==> src/rtl/neg_pipe.sv <==
// neg_pipe: two-stage pass/negate/abs unit, 2-cycle latency, 1 beat/cycle; per-stage ready, bubbles collapse.
// Define NEG_PIPE_SAT_EN to saturate overflowed results to the most-positive value instead of wrapping.
module neg_pipe #(
   parameter int WIDTH = 32,
   parameter int CNT_W = 8
) (
   input  logic             clk,
   input  logic             rst_n,
   input  logic             in_valid,
   output logic             in_ready,
   input  logic [WIDTH-1:0] in_data,
   input  logic [1:0]       in_mode,
   output logic             out_valid,
   input  logic             out_ready,
   output logic [WIDTH-1:0] out_data,
   output logic             out_ovf,
   output logic [CNT_W-1:0] ovf_cnt,
   input  logic             cnt_clr
);

   typedef enum logic [1:0] {
      MODE_PASS = 2'b00,
      MODE_NEG  = 2'b01,
      MODE_ABS  = 2'b10,
      MODE_RSVD = 2'b11
   } mode_e;

   localparam logic [WIDTH-1:0] MOST_NEG = {1'b1, {(WIDTH-1){1'b0}}};
   localparam logic [CNT_W-1:0] CNT_MAX  = '1;

   // S1: operand already conditionally inverted, plus the +1 still owed
   logic             s1_vld_q, s1_vld_d;
   logic [WIDTH-1:0] s1_val_q, s1_val_d;
   logic             s1_neg_q, s1_neg_d;
   logic             s1_ovf_q, s1_ovf_d;

   logic             s2_vld_q, s2_vld_d;
   logic [WIDTH-1:0] s2_dat_q, s2_dat_d;
   logic             s2_ovf_q, s2_ovf_d;

   logic [CNT_W-1:0] cnt_q, cnt_d;

   logic             in_neg;
   logic             s1_rdy;
   logic             s2_rdy;
   logic [WIDTH-1:0] s2_sum;
   logic [WIDTH-1:0] s2_res;
   logic             out_xfer;

   always_comb begin
      in_neg = 1'b0;
      case (mode_e'(in_mode))
         MODE_NEG: in_neg = 1'b1;
         MODE_ABS: in_neg = in_data[WIDTH-1];
         default:  in_neg = 1'b0;
      endcase
   end

   assign s2_rdy   = ~s2_vld_q | out_ready;
   assign s1_rdy   = ~s1_vld_q | s2_rdy;
   assign in_ready = s1_rdy;
   assign out_xfer = s2_vld_q & out_ready;

   assign s2_sum = s1_val_q + WIDTH'(s1_neg_q);
`ifdef NEG_PIPE_SAT_EN
   assign s2_res = s1_ovf_q ? ~MOST_NEG : s2_sum;
`else
   assign s2_res = s2_sum;
`endif

   always_comb begin
      s1_vld_d = s1_vld_q;
      s1_val_d = s1_val_q;
      s1_neg_d = s1_neg_q;
      s1_ovf_d = s1_ovf_q;
      if (s1_rdy) begin
         s1_vld_d = in_valid;
         if (in_valid) begin
            s1_val_d = in_neg ? ~in_data : in_data;
            s1_neg_d = in_neg;
            s1_ovf_d = in_neg && (in_data == MOST_NEG);
         end
      end
   end

   always_comb begin
      s2_vld_d = s2_vld_q;
      s2_dat_d = s2_dat_q;
      s2_ovf_d = s2_ovf_q;
      if (s2_rdy) begin
         s2_vld_d = s1_vld_q;
         if (s1_vld_q) begin
            s2_dat_d = s2_res;
            s2_ovf_d = s1_ovf_q;
         end
      end
   end

   // Clear wins over a coincident overflow transfer
   always_comb begin
      cnt_d = cnt_q;
      if (cnt_clr)
         cnt_d = '0;
      else if (out_xfer && s2_ovf_q && (cnt_q != CNT_MAX))
         cnt_d = cnt_q + CNT_W'(1);
   end

   always_ff @(posedge clk or negedge rst_n) begin
      if (!rst_n) begin
         s1_vld_q <= 1'b0;
         s1_val_q <= '0;
         s1_neg_q <= 1'b0;
         s1_ovf_q <= 1'b0;
         s2_vld_q <= 1'b0;
         s2_dat_q <= '0;
         s2_ovf_q <= 1'b0;
         cnt_q    <= '0;
      end else begin
         s1_vld_q <= s1_vld_d;
         s1_val_q <= s1_val_d;
         s1_neg_q <= s1_neg_d;
         s1_ovf_q <= s1_ovf_d;
         s2_vld_q <= s2_vld_d;
         s2_dat_q <= s2_dat_d;
         s2_ovf_q <= s2_ovf_d;
         cnt_q    <= cnt_d;
      end
   end

   assign out_valid = s2_vld_q;
   assign out_data  = s2_dat_q;
   assign out_ovf   = s2_ovf_q;
   assign ovf_cnt   = cnt_q;

endmodule
==> config.mk <==
export PLATFORM = sky130hd
export DESIGN_NAME = neg_pipe
export DESIGN_NICKNAME = d
export VERILOG_FILES = /design/src/rtl/neg_pipe.sv
export SDC_FILE = /design/constraint.sdc
export NUM_CORES = 1
export LEC_CHECK = 0
export ABC_CLOCK_PERIOD_IN_PS = 2060
export BUFFER_PORTS_ARGS = -buffer_cell sky130_fd_sc_hd__buf_2
export CORE_ASPECT_RATIO = 0.9
export CORE_MARGIN = 2
export CORE_UTILIZATION = 40
export CTS_CLUSTER_SIZE = 30
export DETAILED_ROUTE_END_ITERATION = 10
export PLACE_DENSITY = 0.61
export SYNTH_ARGS = -nofsm -noshare
export SYNTH_HDL_FRONTEND = slang
export SYNTH_SLANG_ARGS = --single-unit
export TNS_END_PERCENT = 100
==> constraint.sdc <==
create_clock -name clk -period 2.06 [get_ports clk]
set_input_delay 0.103 -clock clk [delete_from_list [all_inputs] [get_ports clk]]
set_output_delay 0.103 -clock clk [all_outputs]
set_load 0.05 [all_outputs]
==> flow_metrics.env, run 1 <==
export IMPL_status="complete, no violations"
export IMPL_hold_class="in2reg"
export IMPL_routed_wl_um=10000
export IMPL_cap_viol_max_count=0
export IMPL_ir_drop_mv=0.393
export IMPL_min_period_ns=2.01
export IMPL_synth_area_um2=4030
export IMPL_crit_chain="ha_4, ha_4, nand4_1, or4_4, or4_4, a31oi_2"
export IMPL_antenna_left=0
export IMPL_port_buffers=81
export IMPL_cts_buffer_depth=2
export IMPL_finalSetupViolations=0
export IMPL_die_w_um=110
export IMPL_required_ns=2.33
export IMPL_drive_above_1_share_pct=27.4
export IMPL_synth_edf_count=0
export IMPL_drc=0
export IMPL_path_depth=6
export IMPL_route_vias_total=3613
export IMPL_max_freq_ghz=0.498
export IMPL_cts_buffers=9
export IMPL_htreeDepth=3
export IMPL_instances_no_fill=685
export IMPL_grt_usage_pct=19.5
export IMPL_syn_to_final_growth_pct=26.4
export IMPL_seqCellArea_um2=1930
export IMPL_post_route_period_util_pct=97.5
export IMPL_path_buf_inv=0
export IMPL_start_kind="register"
export IMPL_drtIter0Drc=157
export IMPL_design_core_area_um2=9740
export IMPL_grt_setup_unrepaired="yes"
export IMPL_syn_inst=441
export IMPL_synth_seq_cells=77
export IMPL_cts_tree="done"
export IMPL_diodes=0
export IMPL_dp_hpwl_um=7630
export IMPL_slowest_stage="or4_4"
export IMPL_dp_cells=667
export IMPL_avgSynthCellArea_um2=9.13
export IMPL_std_cell_rows=34
export IMPL_path_max_fanout=6
export IMPL_leakage_nw=2.12
export IMPL_relSlewSlack_pct=47.7
export IMPL_initial_core_util_pct=41.3
export IMPL_arrival_ns=2.28
export IMPL_powerDensity_nw_per_um2=924
export IMPL_grt_max_degree=78
export IMPL_slowest_delay_ns=0.50
export IMPL_die_area_um2=10900
export IMPL_io_pins=82
export IMPL_clkTransAtPathRegs_ns=0.07
export IMPL_yosysWarningCount=0
export IMPL_fillers=928
export IMPL_root_buffer="clkbuf_8"
export IMPL_synth_nets=486
export IMPL_die_y_um=99.2
export IMPL_clkLatencyLatePin_ns=0.35
export IMPL_place_gp_congestion=0.838
export IMPL_cts_sinks=77
export IMPL_total_power_w=0.00470
export IMPL_path_class="reg2reg"
export IMPL_finalClockSkew_ns=0.00910
export IMPL_end_kind="register"
export IMPL_wl_per_cell_um=14.6
export IMPL_netlist_cell_type_count=41
export IMPL_first_global_vias=3260
export IMPL_grt_pass1_wl_um=16600
export IMPL_hold_depth=2
export IMPL_drt_pass1_iter_count=4
export IMPL_fin_nets=600
export IMPL_async_flop_share_pct=100
export IMPL_multi_input_area_um2=2020
export IMPL_grt_overflow=0
export IMPL_hold_viol_final=0
export IMPL_synthFlopType="dfrtp_1"
export IMPL_antenna_found_initial=0
export IMPL_critPathTopFamily="simple AND/OR/NAND/NOR gates"
export IMPL_slew_violations=0
export IMPL_yosysSeqAreaShare_pct=47.8
export IMPL_r2r_cells=6
export IMPL_worst_pin_slew_ns=0.783
export IMPL_routed_via_density=5.27
==> metal layers <==
metal | wire (µm) | part of all wire [%] | vias to the layer above | GRT usage [%]
met1 | 5230 | 52 | 1702 | 31.1
met4 | 87 | 0.87 | 0 | 4.97
li1 | - | - | 1814 | -
met2 | 4200 | 42 | 91 | 26.7
met3 | 513 | 5.1 | 6 | 3.80
met5 | 0 | 0 | - | 0
==> cell usage in the layout, fill, tap and decap left out, types with 3 or more instances in the layout <==
cell type / Yosys / layout
nor3_1: 8 / 8
nor2_1: 55 / 53
dfrtp_1: 77 / 77
inv_1: 9 / 9
nor4_1: 11 / 11
or4_1: 13 / 11
xor2_1: 5 / 5
o31ai_1: 13 / 13
clkbuf_1: 18 / 3
clkbuf_8: 0 / 10
a31oi_1: 17 / 16
xnor2_1: 40 / 40
ha_1: 6 / 4
buf_2: 3 / 81
and4_1: 3 / 3
o21ai_0: 21 / 21
buf_4: 0 / 42
or3_1: 10 / 10
and3_1: 3 / 3
nand2_1: 34 / 34
a21oi_1: 40 / 40
nand3_1: 20 / 20
nand4_1: 12 / 12
==> cell type report <==
cell class | count | area share [%]
sequential | 77 | 37.9
clock inverter | 2 | 0.197
tap | 126 | 3.10
timing repair buffer | 128 | 15.6
multi-input combinational | 330 | 39.7
inverter | 9 | 0.664
clock buffer | 13 | 2.93
==> metrics by stage <==
stage	worst slack (ns)	hold slack, ns	utilization (%)	TNS, ns	cell area [µm²]
after detailed placement	-0.0728	0.177	50.2	-0.281	4890
after floorplan	0.0114	-0.193	-	0	4050
after CTS	0.0227	0.00526	52.0	0	5070
after global routing	-0.0434	0.0150	52.2	-0.0919	5090
after global placement	-0.0373	0.171	50.2	-0.0744	4890
final	0.0507	0.0236	52.2	0	5090
==> logic make-up (layout without fill, tap and decap cells) <==
kind of cell,count (synthesis),count (layout),share of synthesized area (%)
simple gates,180,180,22.6
compound gates,97,97,13.9
flops,77,77,47.8
xor+xnor,45,45,9.79
buf+inv,34,152,3.48
fa+ha+maj,6,6,1.86
mux,2,2,0.528
==> cell usage after synthesis, types with 2 or more instances <==
library cell | n | area, µm²
a21oi_1 | 40 | 200
a31oi_1 | 17 | 106
and3_1 | 3 | 18.8
and4_1 | 3 | 26.3
buf_1 | 2 | 7.51
buf_2 | 3 | 15.0
clkbuf_1 | 18 | 67.6
dfrtp_1 | 77 | 1930
ha_1 | 6 | 75.1
inv_1 | 9 | 33.8
nand2_1 | 34 | 128
nand2b_1 | 2 | 12.5
nand3_1 | 20 | 100
nand4_1 | 12 | 75.1
nor2_1 | 55 | 206
nor3_1 | 8 | 40.0
nor4_1 | 11 | 68.8
o21ai_0 | 21 | 105
o31ai_1 | 13 | 97.6
or2_2 | 2 | 12.5
or3_1 | 10 | 62.6
or4_1 | 13 | 97.6
xnor2_1 | 40 | 350
xor2_1 | 5 | 43.8
==> registers in the layout (all words and copies together) (netlist names) <==
name       cells
out_valid      1
s1_neg_q       1
out_ovf        1
ovf_cnt        8
s1_vld_q       1
out_data      32
s1_val_q      32
s1_ovf_q       1
==> worst paths after layout <==
kind | startpoint | endpoint | slack [ns]
min in group asynchronous | rst_n | ovf_cnt[7] | 0.31
worst min register to register | out_data[2] | out_data[2] | 0.48
max in group asynchronous | rst_n | s1_val_q[16] | 1.42
worst max register to register | s1_neg_q | out_data[28] | 0.05
worst max-delay path | s1_neg_q | out_data[28] | 0.05
worst min-delay path | cnt_clr | ovf_cnt[2] | 0.02
==> power by group <==
part / switching (W) / leakage, nW / internal (W)
registers: 0.000190 / 0.888 / 0.00178
logic: 0.00117 / 1.15 / 0.000573
clock network: 0.000532 / 0.0833 / 0.000462
==> repair_timing <==
action	CTS	global route
hold buffers	2	0
endpoints found under the hold margin	78	0
gates resized for setup	1	3
buffers inserted	0	1
pin swaps	0	1
setup endpoints to repair	7	7
Power figures use the tool's default switching activity.
==> run 2: changes to the inputs <==
--- a/config.mk
+++ b/config.mk
@@ -12,6 +12,7 @@
 export CORE_UTILIZATION = 40
 export CTS_CLUSTER_SIZE = 30
 export DETAILED_ROUTE_END_ITERATION = 10
+export HOLD_SLACK_MARGIN = 0.12
 export PLACE_DENSITY = 0.61
 export SYNTH_ARGS = -nofsm -noshare
 export SYNTH_HDL_FRONTEND = slang
==> flow_metrics.env, run 2 (synthesized netlist as in run 1, its figures left out) <==
export IMPL_setup_tns_final_ns=0
export IMPL_clkTransAtPathRegs_ns=0.07
export IMPL_fin_nets=632
export IMPL_hold_class="in2reg"
export IMPL_arrival_ns=2.28
export IMPL_cts_tree="done"
export IMPL_dp_hpwl_um=7630
export IMPL_cap_viol_max_count=0
export IMPL_instances_no_fill=717
export IMPL_min_period_ns=2.01
export IMPL_finalClockSkew_ns=0.0106
export IMPL_worst_slack_ns=0.0530
export IMPL_initial_core_util_pct=41.3
export IMPL_cts_sinks=77
export IMPL_status="complete, no violations"
export IMPL_route_vias_total=3753
export IMPL_required_ns=2.33
export IMPL_relSlewSlack_pct=47.6
export IMPL_fillers=887
export IMPL_routed_via_density=5.23
export IMPL_path_max_fanout=6
export IMPL_whs_ns=0.157
export IMPL_root_buffer="clkbuf_8"
export IMPL_clkLatencyLatePin_ns=0.35
export IMPL_htreeDepth=3
export IMPL_drc=0
export IMPL_grt_usage_pct=20.0
export IMPL_worst_pin_slew_ns=0.784
export IMPL_max_freq_ghz=0.498
export IMPL_ir_drop_mv=0.393
export IMPL_cts_buffer_depth=2
export IMPL_first_global_vias=3398
export IMPL_hp_start="out_ready"
export IMPL_std_cell_rows=34
export IMPL_end_kind="register"
export IMPL_dp_slack_ns=-0.0728
export IMPL_routed_wl_um=10300
export IMPL_design_core_area_um2=9740
export IMPL_grt_pass1_wl_um=17000
export IMPL_finalSetupViolations=0
export IMPL_drtIter0Drc=170
export IMPL_dp_cells=667
export IMPL_grt_overflow=0
export IMPL_grt_max_degree=78
export IMPL_die_y_um=99.2
export IMPL_path_class="reg2reg"
export IMPL_critPathLaunch="s1_neg_q"
export IMPL_antenna_found_initial=0
export IMPL_cts_buffers=9
export IMPL_hold_viol_final=0
export IMPL_wl_per_cell_um=14.4
export IMPL_place_gp_congestion=0.838
export IMPL_grt_setup_unrepaired="yes"
export IMPL_rr_startpoint="s1_neg_q"
export IMPL_final_common_cell="buf_2"
export IMPL_syn_to_final_growth_pct=34.3
export IMPL_powerDensity_nw_per_um2=879
export IMPL_diodes=0
export IMPL_post_route_period_util_pct=97.4
export IMPL_start_kind="register"
export IMPL_io_pins=82
export IMPL_leakage_nw=2.26
export IMPL_die_w_um=110
export IMPL_drt_pass1_iter_count=4
export IMPL_port_buffers=81
export IMPL_die_area_um2=10900
export IMPL_antenna_left=0
export IMPL_final_cell_mix="buf_2 (81), dfrtp_1 (77), nor2_1 (53)"
export IMPL_drive_above_1_share_pct=25.9
export IMPL_slew_violations=0
-- run 2: final cells by class --
type,count,area [µm²],area share [%]
clock inverter,2,10.0,0.185
clock buffer,13,149,2.75
tap,126,158,2.91
inverter,9,33.8,0.624
multi-input combinational,330,2020,37.3
timing repair buffer,160,1110,20.6
sequential,77,1930,35.6
-- run 2: final timing paths --
check / end / slack (ns) / depth (start not counted)
max: out_data[28] / 0.05 / 6
min: s1_vld_q / 0.16 / 4
max reg2reg: out_data[28] / 0.05 / 6
min reg2reg: out_data[2] / 0.48 / 2
max in group asynchronous: s1_val_q[13] / 1.39 / 3
min in group asynchronous: ovf_cnt[7] / 0.29 / 3
-- run 2: metrics by stage --
step	util (%)	cell area, µm²	total power, W
global placement	50.2	4890	0.00371
finish	55.5	5410	0.00476
floorplan	-	4050	0.00311
global route	55.5	5410	0.00503
CTS	55.3	5390	0.00477
detailed placement	50.2	4890	0.00373
-- run 2: per-layer routing --
metal  up-vias  GRT usage [%]  routed length (µm)
met4         0           4.97                 106
met5         -              0                   0
li1       1875              -                   -
met1      1780           31.2                5340
met3         8           3.74                 528
met2        90           28.4                4350
-- run 2: critical path, stage by stage, from the launching register on --
cell	delay [ns]
dfrtp_1	0.40
ha_4	0.16
ha_4	0.12
nand4_1	0.09
or4_4	0.48
or4_4	0.50
a31oi_2	0.18
-- run 2: where the power goes --
part | internal [W] | switching (W) | total [W]
Sequential | 0.00178 | 0.000189 | 0.00197
Clock | 0.000462 | 0.000535 | 0.000998
Combinational | 0.000612 | 0.00118 | 0.00179
Total | 0.00285 | 0.00190 | 0.00476
-- run 2: repair_timing --
item / CTS / global route
setup endpoints to repair: 7 / 7
gates resized for setup: 1 / 3
buffers inserted: 0 / 1
pin swaps: 0 / 1
hold buffers: 34 / 0
hold endpoints to repair: 118 / 0
==> run 3: changes to the inputs <==
--- a/config.mk
+++ b/config.mk
@@ -9,11 +9,11 @@
 export BUFFER_PORTS_ARGS = -buffer_cell sky130_fd_sc_hd__buf_2
 export CORE_ASPECT_RATIO = 0.9
 export CORE_MARGIN = 2
-export CORE_UTILIZATION = 40
+export CORE_UTILIZATION = 28
 export CTS_CLUSTER_SIZE = 30
 export DETAILED_ROUTE_END_ITERATION = 10
 export HOLD_SLACK_MARGIN = 0.12
-export PLACE_DENSITY = 0.61
+export PLACE_DENSITY = 0.45
 export SYNTH_ARGS = -nofsm -noshare
 export SYNTH_HDL_FRONTEND = slang
 export SYNTH_SLANG_ARGS = --single-unit
==> flow_metrics.env, run 3 (synthesized netlist as in run 1, its figures left out) <==
export IMPL_relSlewSlack_pct=46.7
export IMPL_drc=0
export IMPL_grt_setup_unrepaired="yes"
export IMPL_grt_usage_pct=15.5
export IMPL_grt_max_degree=78
export IMPL_end_kind="register"
export IMPL_required_ns=2.32
export IMPL_min_period_ns=2.03
export IMPL_p_int_w=0.00323
export IMPL_cts_tree="done"
export IMPL_ir_drop_mv=0.443
export IMPL_die_y_um=118
export IMPL_clkTransAtPathRegs_ns=0.06
export IMPL_p_sw_w=0.00204
export IMPL_grt_overflow=0
export IMPL_total_power_w=0.00527
export IMPL_design_core_area_um2=14100
export IMPL_routed_via_density=4.76
export IMPL_cts_sinks=77
export IMPL_netSwitchingFraction_pct=38.6
export IMPL_finalClockSkew_ns=0.00492
export IMPL_cts_buffer_depth=2
export IMPL_max_freq_ghz=0.493
export IMPL_first_global_vias=3595
export IMPL_final_cell_mix="buf_2 (82), dfrtp_1 (77), nor2_1 (53)"
export IMPL_hold_viol_final=0
export IMPL_cap_viol_max_count=0
export IMPL_place_gp_congestion=0.795
export IMPL_wl_per_cell_um=14.6
export IMPL_htreeDepth=3
export IMPL_whs_ns=0.152
export IMPL_std_cell_rows=41
export IMPL_drtIter0Drc=210
export IMPL_die_w_um=130
export IMPL_setup_tns_final_ns=0
export IMPL_grt_pass1_wl_um=18500
export IMPL_io_pins=82
export IMPL_path_class="reg2reg"
export IMPL_antenna_found_initial=0
export IMPL_cts_buffers=9
export IMPL_final_common_cell="buf_2"
export IMPL_status="complete, no violations"
export IMPL_dp_slack_ns=-0.100
export IMPL_fin_nets=631
export IMPL_start_kind="register"
export IMPL_worst_pin_slew_ns=0.798
export IMPL_p_seq_share_pct=37.5
export IMPL_port_buffers=81
export IMPL_drive_above_1_share_pct=26.1
export IMPL_arrival_ns=2.29
export IMPL_diodes=0
export IMPL_dp_hpwl_um=8420
export IMPL_post_route_period_util_pct=98.5
export IMPL_initial_core_util_pct=28.7
export IMPL_antenna_left=0
export IMPL_finalSetupViolations=0
export IMPL_clkLatencyLatePin_ns=0.34
export IMPL_worst_slack_ns=0.0305
export IMPL_die_area_um2=15400
export IMPL_slew_violations=0
export IMPL_route_vias_total=3728
export IMPL_leakage_nw=2.30
export IMPL_routed_wl_um=11500
export IMPL_root_buffer="clkbuf_16"
export IMPL_drt_pass1_iter_count=4
export IMPL_powerDensity_nw_per_um2=940
export IMPL_comb_power_share_pct=34.3
export IMPL_syn_to_final_growth_pct=39.2
export IMPL_hold_class="in2reg"
export IMPL_path_max_fanout=8
export IMPL_pwr_share_clk_pct=28.3
-- run 3: cell count changes in the layout (fill, tap and decap cells not counted), moves of 2 or more --
cell,change
buf_4,-3
clkbuf_8,-9
clkbuf_16,+9
clkbuf_1,-3
clkinvlp_4,+2
-- run 3: worst max-delay path, cell delays in order (launching register included) --
cell and delay [ns]:
dfrtp_1 0.39, ha_4 0.16, ha_4 0.12, nand4_1 0.12, or4_4 0.51, buf_6 0.16, or3_1 0.33, a31oi_1 0.16
-- run 3: final timing paths --
path | slack, ns | start | end | cells after the start
min reg2reg | 0.48 | out_data[2] | out_data[2] | 2
max reg2reg | 0.03 | s1_neg_q | out_data[20] | 7
min | 0.15 | in_data[1] | s1_val_q[1] | 3
max | 0.03 | s1_neg_q | out_data[20] | 7
max in group asynchronous | 1.38 | rst_n | out_data[20] | 3
min in group asynchronous | 0.32 | rst_n | ovf_cnt[0] | 3
-- run 3: power groups by stage --
stage	logic [W]	clock network, W	registers (W)
after global routing	0.00196	0.00159	0.00202
after CTS	0.00182	0.00153	0.00198
after floorplan	0.000573	0	0.00254
after detailed placement	0.00176	0	0.00201
after global placement	0.00176	0	0.00200
final	0.00181	0.00149	0.00198
-- run 3: routing by layer --
layer,vias up,wire length (µm),GRT usage [%]
li1,1877,-,-
met1,1756,5990,23.6
met2,82,4820,21.8
met3,13,499,2.77
met4,0,158,5.39
met5,-,0,0
-- run 3: final cells by class --
| class | instances | area, µm² |
|---|---|---|
| fill | 1485 | 8450 |
| tap | 193 | 241 |
| clock buffer | 10 | 239 |
| timing repair buffer | 159 | 1110 |
| inverter | 9 | 33.8 |
| clock inverter | 6 | 38.8 |
| multi-input combinational | 330 | 2010 |
| sequential | 77 | 1930 |
-- run 3: through the flow --
stage                     area (µm²)  cells  util, %
after floorplan                 4050    441        -
after global placement          4970    732     35.3
after detailed placement        4970    732     35.3
after CTS                       5590    782     39.8
after global routing            5610    784     39.9
final                           5610    784     39.9
-- run 3: repair_timing --
item                                    in CTS  in global routing
pin swaps                                    0                  5
gates resized for setup                      1                  1
gates cloned                                 0                  1
setup buffers                                0                  1
endpoints found under the setup margin       7                  7
hold endpoints to repair                   117                  0
hold buffers                                34                  0
